**config.mk**
```make
export PLATFORM = sky130hd
export DESIGN_NAME = hazard_unit_mc_flat
export DESIGN_NICKNAME = d
export VERILOG_FILES = /design/src/rtl/hazard_unit_mc_if.sv /design/src/rtl/hazard_unit_mc.sv /design/src/flat_wrapper.sv
export SDC_FILE = /design/constraint.sdc
export NUM_CORES = 1
export LEC_CHECK = 0
export CAP_MARGIN = 25
export CORE_MARGIN = 2
export CORE_UTILIZATION = 46
export DETAILED_ROUTE_END_ITERATION = 10
export HOLD_SLACK_MARGIN = 0.15
export PLACE_DENSITY = 0.81
export REMOVE_ABC_BUFFERS = 1
export SLEW_MARGIN = 20
export SYNTH_ARGS = -nofsm -noshare
export SYNTH_HDL_FRONTEND = slang
export SYNTH_SLANG_ARGS = --single-unit
```
**constraint.sdc**
```tcl
create_clock -name clk -period 10 [get_ports clk]
set_input_delay 3 -clock clk [delete_from_list [all_inputs] [get_ports clk]]
set_output_delay 3 -clock clk [all_outputs]
set_load 0.05 [all_outputs]
```
**src/rtl/hazard_unit_mc_if.sv**
```systemverilog
// Hazard unit bus: pipeline-side hazard inputs and the stall/flush/forward controls returned to the datapath.
interface hazard_unit_mc_if #(
  parameter int unsigned REG_W = 5,
  parameter int unsigned CNT_W = 16
);
  logic             BranchD;
  logic [REG_W-1:0] RsD;
  logic [REG_W-1:0] RtD;
  logic [REG_W-1:0] RsE;
  logic [REG_W-1:0] RtE;
  logic             RegWriteE;
  logic             MemToRegE;
  logic [REG_W-1:0] WriteRegE;
  logic             RegWriteM;
  logic             MemToRegM;
  logic [REG_W-1:0] WriteRegM;
  logic             RegWriteW;
  logic [REG_W-1:0] WriteRegW;
  logic             MemAccessM;
  logic             MemReadyM;
  logic             MduStartE;
  logic             MduReadD;
  logic             StallF;
  logic             StallD;
  logic             StallE;
  logic             StallM;
  logic             FlushE;
  logic             FlushW;
  logic             ForwardAD;
  logic             ForwardBD;
  logic [1:0]       ForwardAE;
  logic [1:0]       ForwardBE;
  logic             MduBusy;
  logic             MemTimeout;
  logic [CNT_W-1:0] StallCycles;

  modport master (
    output BranchD, RsD, RtD, RsE, RtE, RegWriteE, MemToRegE, WriteRegE,
           RegWriteM, MemToRegM, WriteRegM, RegWriteW, WriteRegW,
           MemAccessM, MemReadyM, MduStartE, MduReadD,
    input  StallF, StallD, StallE, StallM, FlushE, FlushW,
           ForwardAD, ForwardBD, ForwardAE, ForwardBE,
           MduBusy, MemTimeout, StallCycles
  );

  modport slave (
    input  BranchD, RsD, RtD, RsE, RtE, RegWriteE, MemToRegE, WriteRegE,
           RegWriteM, MemToRegM, WriteRegM, RegWriteW, WriteRegW,
           MemAccessM, MemReadyM, MduStartE, MduReadD,
    output StallF, StallD, StallE, StallM, FlushE, FlushW,
           ForwardAD, ForwardBD, ForwardAE, ForwardBE,
           MduBusy, MemTimeout, StallCycles
  );
endinterface

```
**src/rtl/hazard_unit_mc.sv**
```systemverilog
// Hazard/forwarding unit for the 5-stage pipeline with memory-wait, MDU busy,
// watchdog and stall-cycle counting.
module hazard_unit_mc #(
  parameter int unsigned REG_W       = 5,
  parameter int unsigned MDU_LAT     = 4,
  parameter int unsigned MEM_TIMEOUT = 64,
  parameter int unsigned CNT_W       = 16
) (
  input  logic             clk,
  input  logic             reset,
  hazard_unit_mc_if.slave  hz
);

  localparam int unsigned MDU_W = $clog2(MDU_LAT + 1);
  localparam int unsigned WD_W  = $clog2(MEM_TIMEOUT + 1);

  logic [MDU_W-1:0] r_mdu_cnt;
  logic [WD_W-1:0]  r_wd_cnt;
  logic             r_timeout;
  logic [CNT_W-1:0] r_stall_cnt;

  logic       w_lwstall;
  logic       w_branchstall;
  logic       w_mdustall;
  logic       w_memstall;
  logic       w_dstall;
  logic       w_mdu_busy;
  logic       w_stall_f;
  logic       w_stall_d;
  logic       w_stall_e;
  logic       w_stall_m;
  logic       w_flush_e;
  logic       w_flush_w;
  logic [1:0] w_fwd_ae;
  logic [1:0] w_fwd_be;

  // Register-match helper: $0 is hard-wired and never a real dependency.
  function automatic logic reg_match(input logic [REG_W-1:0] a, input logic [REG_W-1:0] b);
    return (a != '0) && (a == b);
  endfunction

  assign w_mdu_busy = (r_mdu_cnt != '0);

  // Forward selects: M result takes priority over W result.
  always_comb begin
    w_fwd_ae = 2'b00;
    w_fwd_be = 2'b00;
    if (hz.RegWriteM && reg_match(hz.RsE, hz.WriteRegM))      w_fwd_ae = 2'b10;
    else if (hz.RegWriteW && reg_match(hz.RsE, hz.WriteRegW)) w_fwd_ae = 2'b01;
    if (hz.RegWriteM && reg_match(hz.RtE, hz.WriteRegM))      w_fwd_be = 2'b10;
    else if (hz.RegWriteW && reg_match(hz.RtE, hz.WriteRegW)) w_fwd_be = 2'b01;
  end

  always_comb begin
    w_lwstall     = hz.MemToRegE &&
                    (reg_match(hz.RtE, hz.RsD) || reg_match(hz.RtE, hz.RtD));
    w_branchstall = hz.BranchD &&
                    ((hz.RegWriteE &&
                      (reg_match(hz.WriteRegE, hz.RsD) || reg_match(hz.WriteRegE, hz.RtD))) ||
                     (hz.MemToRegM &&
                      (reg_match(hz.WriteRegM, hz.RsD) || reg_match(hz.WriteRegM, hz.RtD))));
    w_mdustall    = hz.MduReadD && (w_mdu_busy || hz.MduStartE);
    w_memstall    = hz.MemAccessM && !hz.MemReadyM;
    w_dstall      = w_lwstall || w_branchstall || w_mdustall;
  end

  // Memory wait freezes the whole front and bubbles W; D-stage hazards wait behind it.
  always_comb begin
    w_stall_f = 1'b0;
    w_stall_d = 1'b0;
    w_stall_e = 1'b0;
    w_stall_m = 1'b0;
    w_flush_e = 1'b0;
    w_flush_w = 1'b0;
    if (!reset) begin
      if (w_memstall) begin
        w_stall_f = 1'b1;
        w_stall_d = 1'b1;
        w_stall_e = 1'b1;
        w_stall_m = 1'b1;
        w_flush_w = 1'b1;
      end else if (w_dstall) begin
        w_stall_f = 1'b1;
        w_stall_d = 1'b1;
        w_flush_e = 1'b1;
      end
    end
  end

  // MDU occupancy countdown; a held E stage does not launch the operation.
  always_ff @(posedge clk) begin
    if (reset) begin
      r_mdu_cnt <= '0;
    end else if (hz.MduStartE && !w_stall_e) begin
      r_mdu_cnt <= MDU_W'(MDU_LAT);
    end else if (r_mdu_cnt != '0) begin
      r_mdu_cnt <= r_mdu_cnt - MDU_W'(1);
    end
  end

  // Watchdog counts consecutive wait cycles; the timeout flag is sticky.
  always_ff @(posedge clk) begin
    if (reset) begin
      r_wd_cnt  <= '0;
      r_timeout <= 1'b0;
    end else if (w_memstall) begin
      if (r_wd_cnt != WD_W'(MEM_TIMEOUT)) r_wd_cnt <= r_wd_cnt + WD_W'(1);
      if (r_wd_cnt == WD_W'(MEM_TIMEOUT - 1)) r_timeout <= 1'b1;
    end else begin
      r_wd_cnt <= '0;
    end
  end

  always_ff @(posedge clk) begin
    if (reset) begin
      r_stall_cnt <= '0;
    end else if (w_stall_f && (r_stall_cnt != {CNT_W{1'b1}})) begin
      r_stall_cnt <= r_stall_cnt + CNT_W'(1);
    end
  end

  assign hz.StallF      = w_stall_f;
  assign hz.StallD      = w_stall_d;
  assign hz.StallE      = w_stall_e;
  assign hz.StallM      = w_stall_m;
  assign hz.FlushE      = w_flush_e;
  assign hz.FlushW      = w_flush_w;
  assign hz.ForwardAD   = hz.RegWriteM && reg_match(hz.RsD, hz.WriteRegM);
  assign hz.ForwardBD   = hz.RegWriteM && reg_match(hz.RtD, hz.WriteRegM);
  assign hz.ForwardAE   = w_fwd_ae;
  assign hz.ForwardBE   = w_fwd_be;
  assign hz.MduBusy     = w_mdu_busy;
  assign hz.MemTimeout  = r_timeout;
  assign hz.StallCycles = r_stall_cnt;

endmodule
```
**src/flat_wrapper.sv**
```systemverilog
// flat-port wrapper written by rule: the top's interface ports become plain ports
module hazard_unit_mc_flat 
#(
  parameter int unsigned REG_W       = 5,
  parameter int unsigned MDU_LAT     = 4,
  parameter int unsigned MEM_TIMEOUT = 64,
  parameter int unsigned CNT_W       = 16
)
  (clk, reset, hz_BranchD, hz_RsD, hz_RtD, hz_RsE, hz_RtE, hz_RegWriteE, hz_MemToRegE, hz_WriteRegE, hz_RegWriteM, hz_MemToRegM, hz_WriteRegM, hz_RegWriteW, hz_WriteRegW, hz_MemAccessM, hz_MemReadyM, hz_MduStartE, hz_MduReadD, hz_StallF, hz_StallD, hz_StallE, hz_StallM, hz_FlushE, hz_FlushW, hz_ForwardAD, hz_ForwardBD, hz_ForwardAE, hz_ForwardBE, hz_MduBusy, hz_MemTimeout, hz_StallCycles);
  hazard_unit_mc_if #(.REG_W(REG_W), .CNT_W(CNT_W)) hz_i ();
  input  logic clk;
  input  logic reset;
  input wire logic [$bits(hz_i.BranchD)-1:0] hz_BranchD;
  input wire logic [$bits(hz_i.RsD)-1:0] hz_RsD;
  input wire logic [$bits(hz_i.RtD)-1:0] hz_RtD;
  input wire logic [$bits(hz_i.RsE)-1:0] hz_RsE;
  input wire logic [$bits(hz_i.RtE)-1:0] hz_RtE;
  input wire logic [$bits(hz_i.RegWriteE)-1:0] hz_RegWriteE;
  input wire logic [$bits(hz_i.MemToRegE)-1:0] hz_MemToRegE;
  input wire logic [$bits(hz_i.WriteRegE)-1:0] hz_WriteRegE;
  input wire logic [$bits(hz_i.RegWriteM)-1:0] hz_RegWriteM;
  input wire logic [$bits(hz_i.MemToRegM)-1:0] hz_MemToRegM;
  input wire logic [$bits(hz_i.WriteRegM)-1:0] hz_WriteRegM;
  input wire logic [$bits(hz_i.RegWriteW)-1:0] hz_RegWriteW;
  input wire logic [$bits(hz_i.WriteRegW)-1:0] hz_WriteRegW;
  input wire logic [$bits(hz_i.MemAccessM)-1:0] hz_MemAccessM;
  input wire logic [$bits(hz_i.MemReadyM)-1:0] hz_MemReadyM;
  input wire logic [$bits(hz_i.MduStartE)-1:0] hz_MduStartE;
  input wire logic [$bits(hz_i.MduReadD)-1:0] hz_MduReadD;
  output wire logic [$bits(hz_i.StallF)-1:0] hz_StallF;
  output wire logic [$bits(hz_i.StallD)-1:0] hz_StallD;
  output wire logic [$bits(hz_i.StallE)-1:0] hz_StallE;
  output wire logic [$bits(hz_i.StallM)-1:0] hz_StallM;
  output wire logic [$bits(hz_i.FlushE)-1:0] hz_FlushE;
  output wire logic [$bits(hz_i.FlushW)-1:0] hz_FlushW;
  output wire logic [$bits(hz_i.ForwardAD)-1:0] hz_ForwardAD;
  output wire logic [$bits(hz_i.ForwardBD)-1:0] hz_ForwardBD;
  output wire logic [$bits(hz_i.ForwardAE)-1:0] hz_ForwardAE;
  output wire logic [$bits(hz_i.ForwardBE)-1:0] hz_ForwardBE;
  output wire logic [$bits(hz_i.MduBusy)-1:0] hz_MduBusy;
  output wire logic [$bits(hz_i.MemTimeout)-1:0] hz_MemTimeout;
  output wire logic [$bits(hz_i.StallCycles)-1:0] hz_StallCycles;
  assign hz_i.BranchD = hz_BranchD;
  assign hz_i.RsD = hz_RsD;
  assign hz_i.RtD = hz_RtD;
  assign hz_i.RsE = hz_RsE;
  assign hz_i.RtE = hz_RtE;
  assign hz_i.RegWriteE = hz_RegWriteE;
  assign hz_i.MemToRegE = hz_MemToRegE;
  assign hz_i.WriteRegE = hz_WriteRegE;
  assign hz_i.RegWriteM = hz_RegWriteM;
  assign hz_i.MemToRegM = hz_MemToRegM;
  assign hz_i.WriteRegM = hz_WriteRegM;
  assign hz_i.RegWriteW = hz_RegWriteW;
  assign hz_i.WriteRegW = hz_WriteRegW;
  assign hz_i.MemAccessM = hz_MemAccessM;
  assign hz_i.MemReadyM = hz_MemReadyM;
  assign hz_i.MduStartE = hz_MduStartE;
  assign hz_i.MduReadD = hz_MduReadD;
  assign hz_StallF = hz_i.StallF;
  assign hz_StallD = hz_i.StallD;
  assign hz_StallE = hz_i.StallE;
  assign hz_StallM = hz_i.StallM;
  assign hz_FlushE = hz_i.FlushE;
  assign hz_FlushW = hz_i.FlushW;
  assign hz_ForwardAD = hz_i.ForwardAD;
  assign hz_ForwardBD = hz_i.ForwardBD;
  assign hz_ForwardAE = hz_i.ForwardAE;
  assign hz_ForwardBE = hz_i.ForwardBE;
  assign hz_MduBusy = hz_i.MduBusy;
  assign hz_MemTimeout = hz_i.MemTimeout;
  assign hz_StallCycles = hz_i.StallCycles;
  hazard_unit_mc #(.REG_W(REG_W), .MDU_LAT(MDU_LAT), .MEM_TIMEOUT(MEM_TIMEOUT), .CNT_W(CNT_W)) u_core (.clk(clk), .reset(reset), .hz(hz_i));
endmodule
```
# Yosys cells after proc, flatten, opt, wreduce, memory -nomap -nowiden
# Cells that the tools add are included.
# totals
regBits	27
output_inout_bits	30
in_bits	47
word_cells	83
# op_classes
addsub	3
reduce_logical	46
n_bitwise	1
eq_ne	15
muxes	13
# op_table
operator	n
$eq 5x5->1	12
$reduce_bool 5->1	6
$logic_and 1x1->1	26
$add 16x1->16 const B	1
$ne 16x16->1 const B	1
$mux 1	9
$add 7x1->7 const B	1
$eq 7x6->1 const B	1
$logic_or 1x1->1	7
$ne 7x7->1 const B	1
$mux 3	2
$mux 2	2
$reduce_or 2->1	2
$reduce_bool 3->1	1
$sub 3x1->3 const B	1
$logic_not 1->1	2
$reduce_and 2->1	1
$reduce_bool 2->1	1
$not 1->1	1

# Longest topological paths before layout
# depth
word_depth	12
mapped_depth	10
depth_no_buf	8

# Least setup slack after synthesis
# OpenSTA, ideal clock, no wires.
# synth_timing
path_type	input-to-output
from	input hz_WriteRegM[4]
to	output hz_ForwardAE[0]
required_time_ns	7.000
n_path_buf	1
path_stages	5
path_slack_ns	1.299
arrival_ns	5.701
path_cell_list	clkbuf_1 > xnor2_1 > nand4_1 > nor4_1 > nor4_1
# synth_between
elab_chain_cells	4
# synth_rtl
element	line	rtl
start: declaration	flat_wrapper.sv:23	input wire logic [$bits(hz_i.WriteRegM)-1:0] hz_WriteRegM;
$eq 5x5->1	hazard_unit_mc.sv:39	return (a != '0) && (a == b);
$logic_and 1x1->1	hazard_unit_mc.sv:39	
$logic_and 1x1->1	hazard_unit_mc.sv:48	if (hz.RegWriteM && reg_match(hz.RsE, hz.WriteRegM)) w_fwd_ae = 2'b10;
$mux 2	hazard_unit_mc.sv:48	
end: declaration	flat_wrapper.sv:38	output wire logic [$bits(hz_i.ForwardAE)-1:0] hz_ForwardAE;
# Every way passes these cells.

# Final worst setup path
# layout_timing
from	input hz_WriteRegM[1]
to	output hz_StallF
# layout_between
elab_chain_cells	11
elab_cells_between_ends	14
classes_between	2 x eq/ne; 3 x mux; 9 x reduce/logical
# layout_rtl
element	line	rtl
$eq 5x5->1 or $reduce_bool 5->1 (tied branches)	hazard_unit_mc.sv:39	
$logic_and 1x1->1	hazard_unit_mc.sv:39	
$logic_or 1x1->1 (*)	hazard_unit_mc.sv:61	(reg_match(hz.WriteRegM, hz.RsD) || reg_match(hz.WriteRegM, hz.RtD))));
$logic_and 1x1->1 (*)	hazard_unit_mc.sv:60	(hz.MemToRegM &&
$logic_or 1x1->1 (*)	hazard_unit_mc.sv:59	(reg_match(hz.WriteRegE, hz.RsD) || reg_match(hz.WriteRegE, hz.RtD))) ||
$logic_and 1x1->1 (*)	hazard_unit_mc.sv:57	w_branchstall = hz.BranchD &&
$logic_or 1x1->1 (*) (2 in a row)	hazard_unit_mc.sv:64	w_dstall = w_lwstall || w_branchstall || w_mdustall;
$mux 1 (*)	hazard_unit_mc.sv:82	end else if (w_dstall) begin
$mux 1 (*)	hazard_unit_mc.sv:76	if (w_memstall) begin
$mux 1 (*)	hazard_unit_mc.sv:75	if (!reset) begin
end: declaration	flat_wrapper.sv:30	output wire logic [$bits(hz_i.StallF)-1:0] hz_StallF;
# Every way passes the cells marked *; elsewhere a longest branch is shown, timed or not.

==> flow_metrics.py <==
metrics = {
    "clock_network": {
        "clk_pin_slew_ps": 90,
        "hold_buffers": 0,
        "clk_latency_ps": 270,
        "clk_path_buf_depth": 2,
        "root_buffer": "clkbuf_8",
        "tritoncts.num_buffers": 3,
        "cts_tree": "done",
        "h-tree-depth": 1,
        "post_cts_buffers": 0,
        "cts_resized": 0,
        "clkSinkCount": 27,
    },
    "synthesis": {
        "synthAdderAreaFrac": 0.03346,
        "synth_cells": 275,
        "synth_top_family_by_area": "simple AND/OR/NAND/NOR gates",
        "ys_ff_latch": 27,
        "synth-compound-area-share": 0.09370,
        "synthTopCellsByArea": "dfxtp_1 24%, xnor2_1 18%, mux2_4 4.0%, xor2_1 3.9%, nor2_1 3.7%",
        "synthMuxAreaShare": 0.04964,
        "synth_xor_area_frac": 0.2225,
        "ys_seq_area_frac": 0.2409,
        "ys_types": 46,
        "synth_edf_count": 0,
        "synth_area_um2": 2243,
        "syn_avg_cell_area_um2": 8.158,
        "yosys_most_used_dff": "dfxtp_1",
        "synth-simple-area-share": 0.2833,
        "yosysWarnings": 0,
        "synthTopCellsByCount": "47 x xnor2_1, 27 x dfxtp_1, 22 x nor2_1",
        "synthArstFlopShare": 0,
        "synth_top_area_share": 0.2409,
        "synth_top_area_cell": "dfxtp_1",
        "yosysMostFrequentCell": "xnor2_1",
    },
    "setup_path": {
        "crit_arrival_ps": 5650,
        "cp.required_ps": 7000,
        "start_kind": "primary input",
        "rrSetupSlack_ps": 7840,
        "critPathKind": "primary input to output pin",
        "worstSetupEndpointType": "output pin",
        "critical_path.max_fanout": 23,
    },
    "drt": {
        "dr.pass1.iters": 4,
        "drc": 0,
        "ant_nets": 0,
        "viasPerCell": 5.268,
        "routed_wl_um": 5509,
        "vias": 2123,
        "initialDrtViolationCount": 140,
        "wl_per_cell_um": 13.67,
    },
    "pwr": {
        "switchingPower_w": 0.00009362,
        "p_seq_frac": 0.406,
        "peakVddDrop_mv": 0.07441,
        "switching_share": 0.3332,
        "intPower_w": 0.0001873,
        "p_per_area_nw_per_um2": 93.52,
        "power_leakage_nw": 1.041,
        "pwr-share-clk": 0.219,
        "comb_power_share": 0.374,
    },
    "cells_and_area": {
        "final_area_um2": 3004,
        "stdcell_count": 403,
        "nets": 390,
        "nFillCells": 409,
        "drive_above_1_share": 0.06845,
        "diodes": 0,
        "syn2layout_area_growth_pct": 33.91,
    },
    "placed_design": {
        "gp_congestion": 0.8906,
        "pre_cts_slack_ps": 1361,
        "portBuffers": 76,
        "place_hpwl_um": 4268,
        "dp_cells": 399,
        "dpl_cell_area_um2": 2958,
    },
    "floorplan": {
        "core-area_um2": 4723,
        "ios": 77,
        "die_y_um": 73.84,
        "initial_core_util": 0.4750,
        "die_area_um2": 5452,
        "rows": 25,
        "die_w_um": 73.84,
    },
    "job": {
        "drv_cap": 0,
    },
    "timing": {
        "slew_violations": 0,
        "relSlewSlack": 0.6445,
        "fin_worst_skew_ps": 3.752,
        "setup_viol": 0,
        "rsz0062_at_grt": "false",
        "fmax_mhz": 115.6,
        "period_minus_slack_ps": 8653,
        "finalCritPeriodShare": 0.8653,
        "fin_setup_tns_ps": 0,
        "finalHoldViolCount": 0,
        "fin_ws_ps": 1347,
        "tightest_slew_ps": 531.6,
        "holdWs_ps": 477.6,
    },
    "global_routing": {
        "antenna_found_initial": 0,
        "grt-busiest-layer": "met2",
        "grt_util_met1": 0.2719,
        "grt_overflow_total": 0,
        "grt_pass1_wl_um": 8859,
        "grt_usage": 0.2045,
        "grtUsageMet2": 0.3433,
        "grt_pass1_vias": 1976,
        "met3_usage": 0.04252,
        "grt_max_degree": 30,
    },
    "min_path": {
        "hp-class": "register to register",
    },
    "run_status": {
        "outcome": "completed",
    },
}
==> worst max-delay path, stage by stage <==
cell,delay [ps]
clkdlybuf4s50_1,550
or4_4,590
o211ai_2,140
a21o_1,140
and4_4,410
nor2_1,90
clkdlybuf4s50_1,710
==> flip-flops by register name, summed over array words and instances, names as in the netlist <==
register	count
u_core.r_wd_cnt	7
u_core.r_mdu_cnt	3
u_core.hz.StallCycles	16
u_core.hz.MemTimeout	1
==> worst paths after layout <==
| check | from | end | cells past startpoint |
|---|---|---|---|
| hold reg to reg | u_core.hz.MemTimeout$_SDFFE_PP0P_ | u_core.hz.MemTimeout$_SDFFE_PP0P_ | 2 |
| hold / removal | u_core.hz.MemTimeout$_SDFFE_PP0P_ | u_core.hz.MemTimeout$_SDFFE_PP0P_ | 2 |
| setup reg to reg | u_core.r_mdu_cnt[0]$_SDFFE_PP0P_ | u_core.hz.StallCycles[9]$_SDFFE_PP0P_ | 8 |
| setup / recovery | hz_WriteRegM[1] | hz_StallF | 7 |
==> placed cells by master, fill, tap and decap left out, drive strengths merged, types with 2 or more instances in the layout <==
| master | Yosys | layout |
|---|---|---|
| nand2 | 19 | 19 |
| nand3 | 16 | 16 |
| o31ai | 4 | 4 |
| nand4 | 8 | 8 |
| nor3 | 10 | 10 |
| ha | 6 | 6 |
| o22ai | 2 | 2 |
| and2 | 2 | 2 |
| and4 | 2 | 2 |
| a21oi | 10 | 10 |
| inv | 9 | 9 |
| o21ai | 7 | 7 |
| nor2 | 25 | 25 |
| nand2b | 2 | 2 |
| o311a | 2 | 2 |
| clkdlybuf4s50 | 0 | 76 |
| and3 | 11 | 11 |
| or3 | 2 | 2 |
| nor4 | 3 | 3 |
| xor2 | 10 | 10 |
| or4 | 9 | 9 |
| dfxtp | 27 | 27 |
| xnor2 | 47 | 47 |
| mux2 | 7 | 7 |
| nor2b | 7 | 7 |
| clkbuf | 6 | 3 |
==> power by group through the flow <==
stage	clock [W]	combinational, W	sequential (W)
2_1_floorplan	0	0.0000555	0.000120
3_3_place_gp	0	0.000103	0.000116
3_5_place_dp	0	0.000104	0.000117
4_1_cts	0.0000643	0.000105	0.000114
5_1_grt	0.0000683	0.000114	0.000115
6_report	0.0000617	0.000105	0.000114
==> layout make-up <==
cell class              count  area, µm²  area share
multi-input cells         219       1531      0.5098
repair buffers             77      768.2      0.2557
flip-flops and latches     27      540.5      0.1799
well taps                  67      83.83     0.02791
clock buffers               3      41.29     0.01374
inverters                   9      33.78     0.01125
clock inverters             1      5.005    0.001666
==> kinds of logic after synthesis <==
| group | after synthesis |
|---|---|
| AND/OR/NAND/NOR | 117 |
| XOR/XNOR | 57 |
| AO/OA/AOI/OAI | 31 |
| buffers and inverters | 29 |
| flip-flops | 27 |
| multiplexers | 8 |
| adder cells (fa/ha/maj) | 6 |
==> through the flow <==
stage | total power, W | util
finish | 0.0002810 | 0.6360
global route | 0.0002965 | 0.6360
CTS | 0.0002836 | 0.6360
detailed placement | 0.0002209 | 0.6262
global placement | 0.0002192 | 0.6262
floorplan | 0.0001757 | -
==> layer usage <==
metal | wire length (µm) | share of wire | vias up
met4 | 31 | 0.0056 | 0
met5 | 0 | 0 | -
met3 | 429 | 0.078 | 2
met1 | 2597 | 0.47 | 978
met2 | 2450 | 0.44 | 74
li1 | - | - | 1069
(Power assumes the default switching activity.)
==> RTL change, RTL diff (same flow settings) <==
`MEM_TIMEOUT` is set to 64 in 2 places; all go to 32.
--- a/src/rtl/hazard_unit_mc.sv
+++ b/src/rtl/hazard_unit_mc.sv
@@ -4,5 +4,5 @@
   parameter int unsigned REG_W       = 5,
   parameter int unsigned MDU_LAT     = 4,
-  parameter int unsigned MEM_TIMEOUT = 64,
+  parameter int unsigned MEM_TIMEOUT = 32,
   parameter int unsigned CNT_W       = 16
 ) (
--- a/src/flat_wrapper.sv
+++ b/src/flat_wrapper.sv
@@ -4,5 +4,5 @@
   parameter int unsigned REG_W       = 5,
   parameter int unsigned MDU_LAT     = 4,
-  parameter int unsigned MEM_TIMEOUT = 64,
+  parameter int unsigned MEM_TIMEOUT = 32,
   parameter int unsigned CNT_W       = 16
 )
Formal check against the unedited RTL: same outputs for any inputs over 10 cycles, from zero or initial values and one cycle with reset high; that may be too few to reach the edited logic, so the function may still have changed.
==> RTL change against the unedited design <==
Area after synthesis down 6.0%. Power shrank 0.75%. Sequential cell count is 1 lower. Routed wire length down 1.5%. Hold slack improved by 0.021 ns. Design area fell by 3.3%. Largest power group unchanged. Critical endpoint is now hz_StallD. Setup slack lost 0.0042 ns.
==> RTL change: results (changes against the unedited design) <==
reg2reg_depth: 9  # was 8
synth_compound_area_share_pct: 11.3  # was 9.37%
synth.area.top_cells: "dfxtp_1, xnor2_1, xor2_1, nor2_1, nand3_1"  # was dfxtp_1, xnor2_1, mux2_4, xor2_1, nor2_1
antenna_found_initial: 0  # unchanged
first_iter_violations: 103  # was 140
grtUsageTotal_pct: 21.9  # was 20.5%
crit_start: "hz_WriteRegM[2]"  # was hz_WriteRegM[1]
synth_fa_ha_area_share_pct: 3.56  # was 3.35%
hold_slack_ns: 0.498  # was 0.478 ns
grt_max_degree: 33  # was 30
synthMuxAreaShare_pct: 4.03  # was 4.96%
finalNetCount: 386  # was 390
netlist-cell-type-count: 40  # was 46
regToRegSetupSlack_ns: 7.32  # was 7.84 ns
worstPathArrival_ns: 5.66  # was 5.65 ns
place.gp.congestion: 0.979  # was 0.891
r2r_start: "u_core.r_mdu_cnt[0]"  # unchanged
critPathMaxStageDelay_ns: 0.73  # was 0.71 ns
hold_start: "u_core.hz.StallCycles[4]"  # was u_core.hz.MemTimeout
r2r-end: "u_core.hz.StallCycles[10]"  # was u_core.hz.StallCycles[9]
insertion_delay_ns: 0.28
leakage_nw: 0.996  # was 1.04 nW
clockBufferDepth: 2  # unchanged
vias: 2138  # was 2123
synth_xor_area_share_pct: 23.3  # was 22.3%
cp_max_fo: 5  # was 23
cpLargestDelayFamily: "buffers and inverters"  # unchanged
pre_cts_ws_ns: 1.35  # was 1.36 ns
hp-class: "reg -> reg"  # unchanged
drive_gt1_share_pct: 2.71  # was 6.85%
whs_path_depth: 1  # was 2
clock-skew-final_ns: 0.00305  # was 0.00375 ns
pg_seq_w: 0.000109  # was 0.000114 W
place_hpwl_um: 4300  # was 4270 um
largest_register_ffs: 16  # unchanged
worstMarginPinSlew_ns: 0.883  # was 0.532 ns
grt_pass1_wl_um: 9200  # was 8860 um
slowest_stage: "clkdlybuf4s50_1"  # unchanged
clock_power_w: 0.0000699  # was 0.0000617 W
status: "completed"  # unchanged
ctsHtreeMaxLevel: 1  # unchanged
wl_um: 5430  # was 5510 um
postPlaceCellArea_um2: 2850  # was 2960 um2
n_fill_cell: 386  # was 409
ys_seq_area_share_pct: 24.7  # was 24.1%
peakVddDrop_mv: 0.0650  # was 0.0744 mV
crit_end: "hz_StallD"  # was hz_StallF
yosys-top-cells-count: "xnor2_1, dfxtp_1, nor2_1, nand3_1, nand2_1"  # was xnor2_1, dfxtp_1, nor2_1, nand2_1, nand3_1
worstHoldEndpoint: "u_core.hz.StallCycles[4]"  # was u_core.hz.MemTimeout
p_int_w: 0.000188  # was 0.000187 W
antennaDiodeCount: 0  # unchanged
timing.final.crit_share_pct: 86.6  # was 86.5%
[RTL change: layer usage]
layer	vias to the layer above	share of wire, %	wire length (um)	track usage, %
met5	-	0	0	0
met4	0	1.9	102	8.18
met3	9	7.6	410	4.22
met2	85	49	2660	39.1
met1	979	42	2250	25.8
li1	1065	-	-	-
[RTL change: worst reg2reg max path, cell delays in order, from the launching register on]
cell and delay, ns:
dfxtp_1 0.33, inv_1 0.06, ha_1 0.16, ha_1 0.26, inv_1 0.08, o21a_1 0.20, a311oi_1 0.38, nand3_1 0.50
nand3_1 0.27, mux2_2 0.35
[RTL change: cell type report]
cell class / instances / share of cell area, %
flip-flops and latches: 26 / 17.9
multi-input cells: 211 / 49.7
repair buffers: 77 / 26.5
clock buffers: 4 / 1.90
well taps: 52 / 2.24
inverters: 14 / 1.81
[RTL change: stage by stage]
stage	std cells	power, W	util, %
floorplan	251	0.000167	-
global placement	380	0.000209	65.0
detailed placement	380	0.000211	65.0
CTS	384	0.000280	66.2
global route	384	0.000294	66.2
finish	384	0.000279	66.2
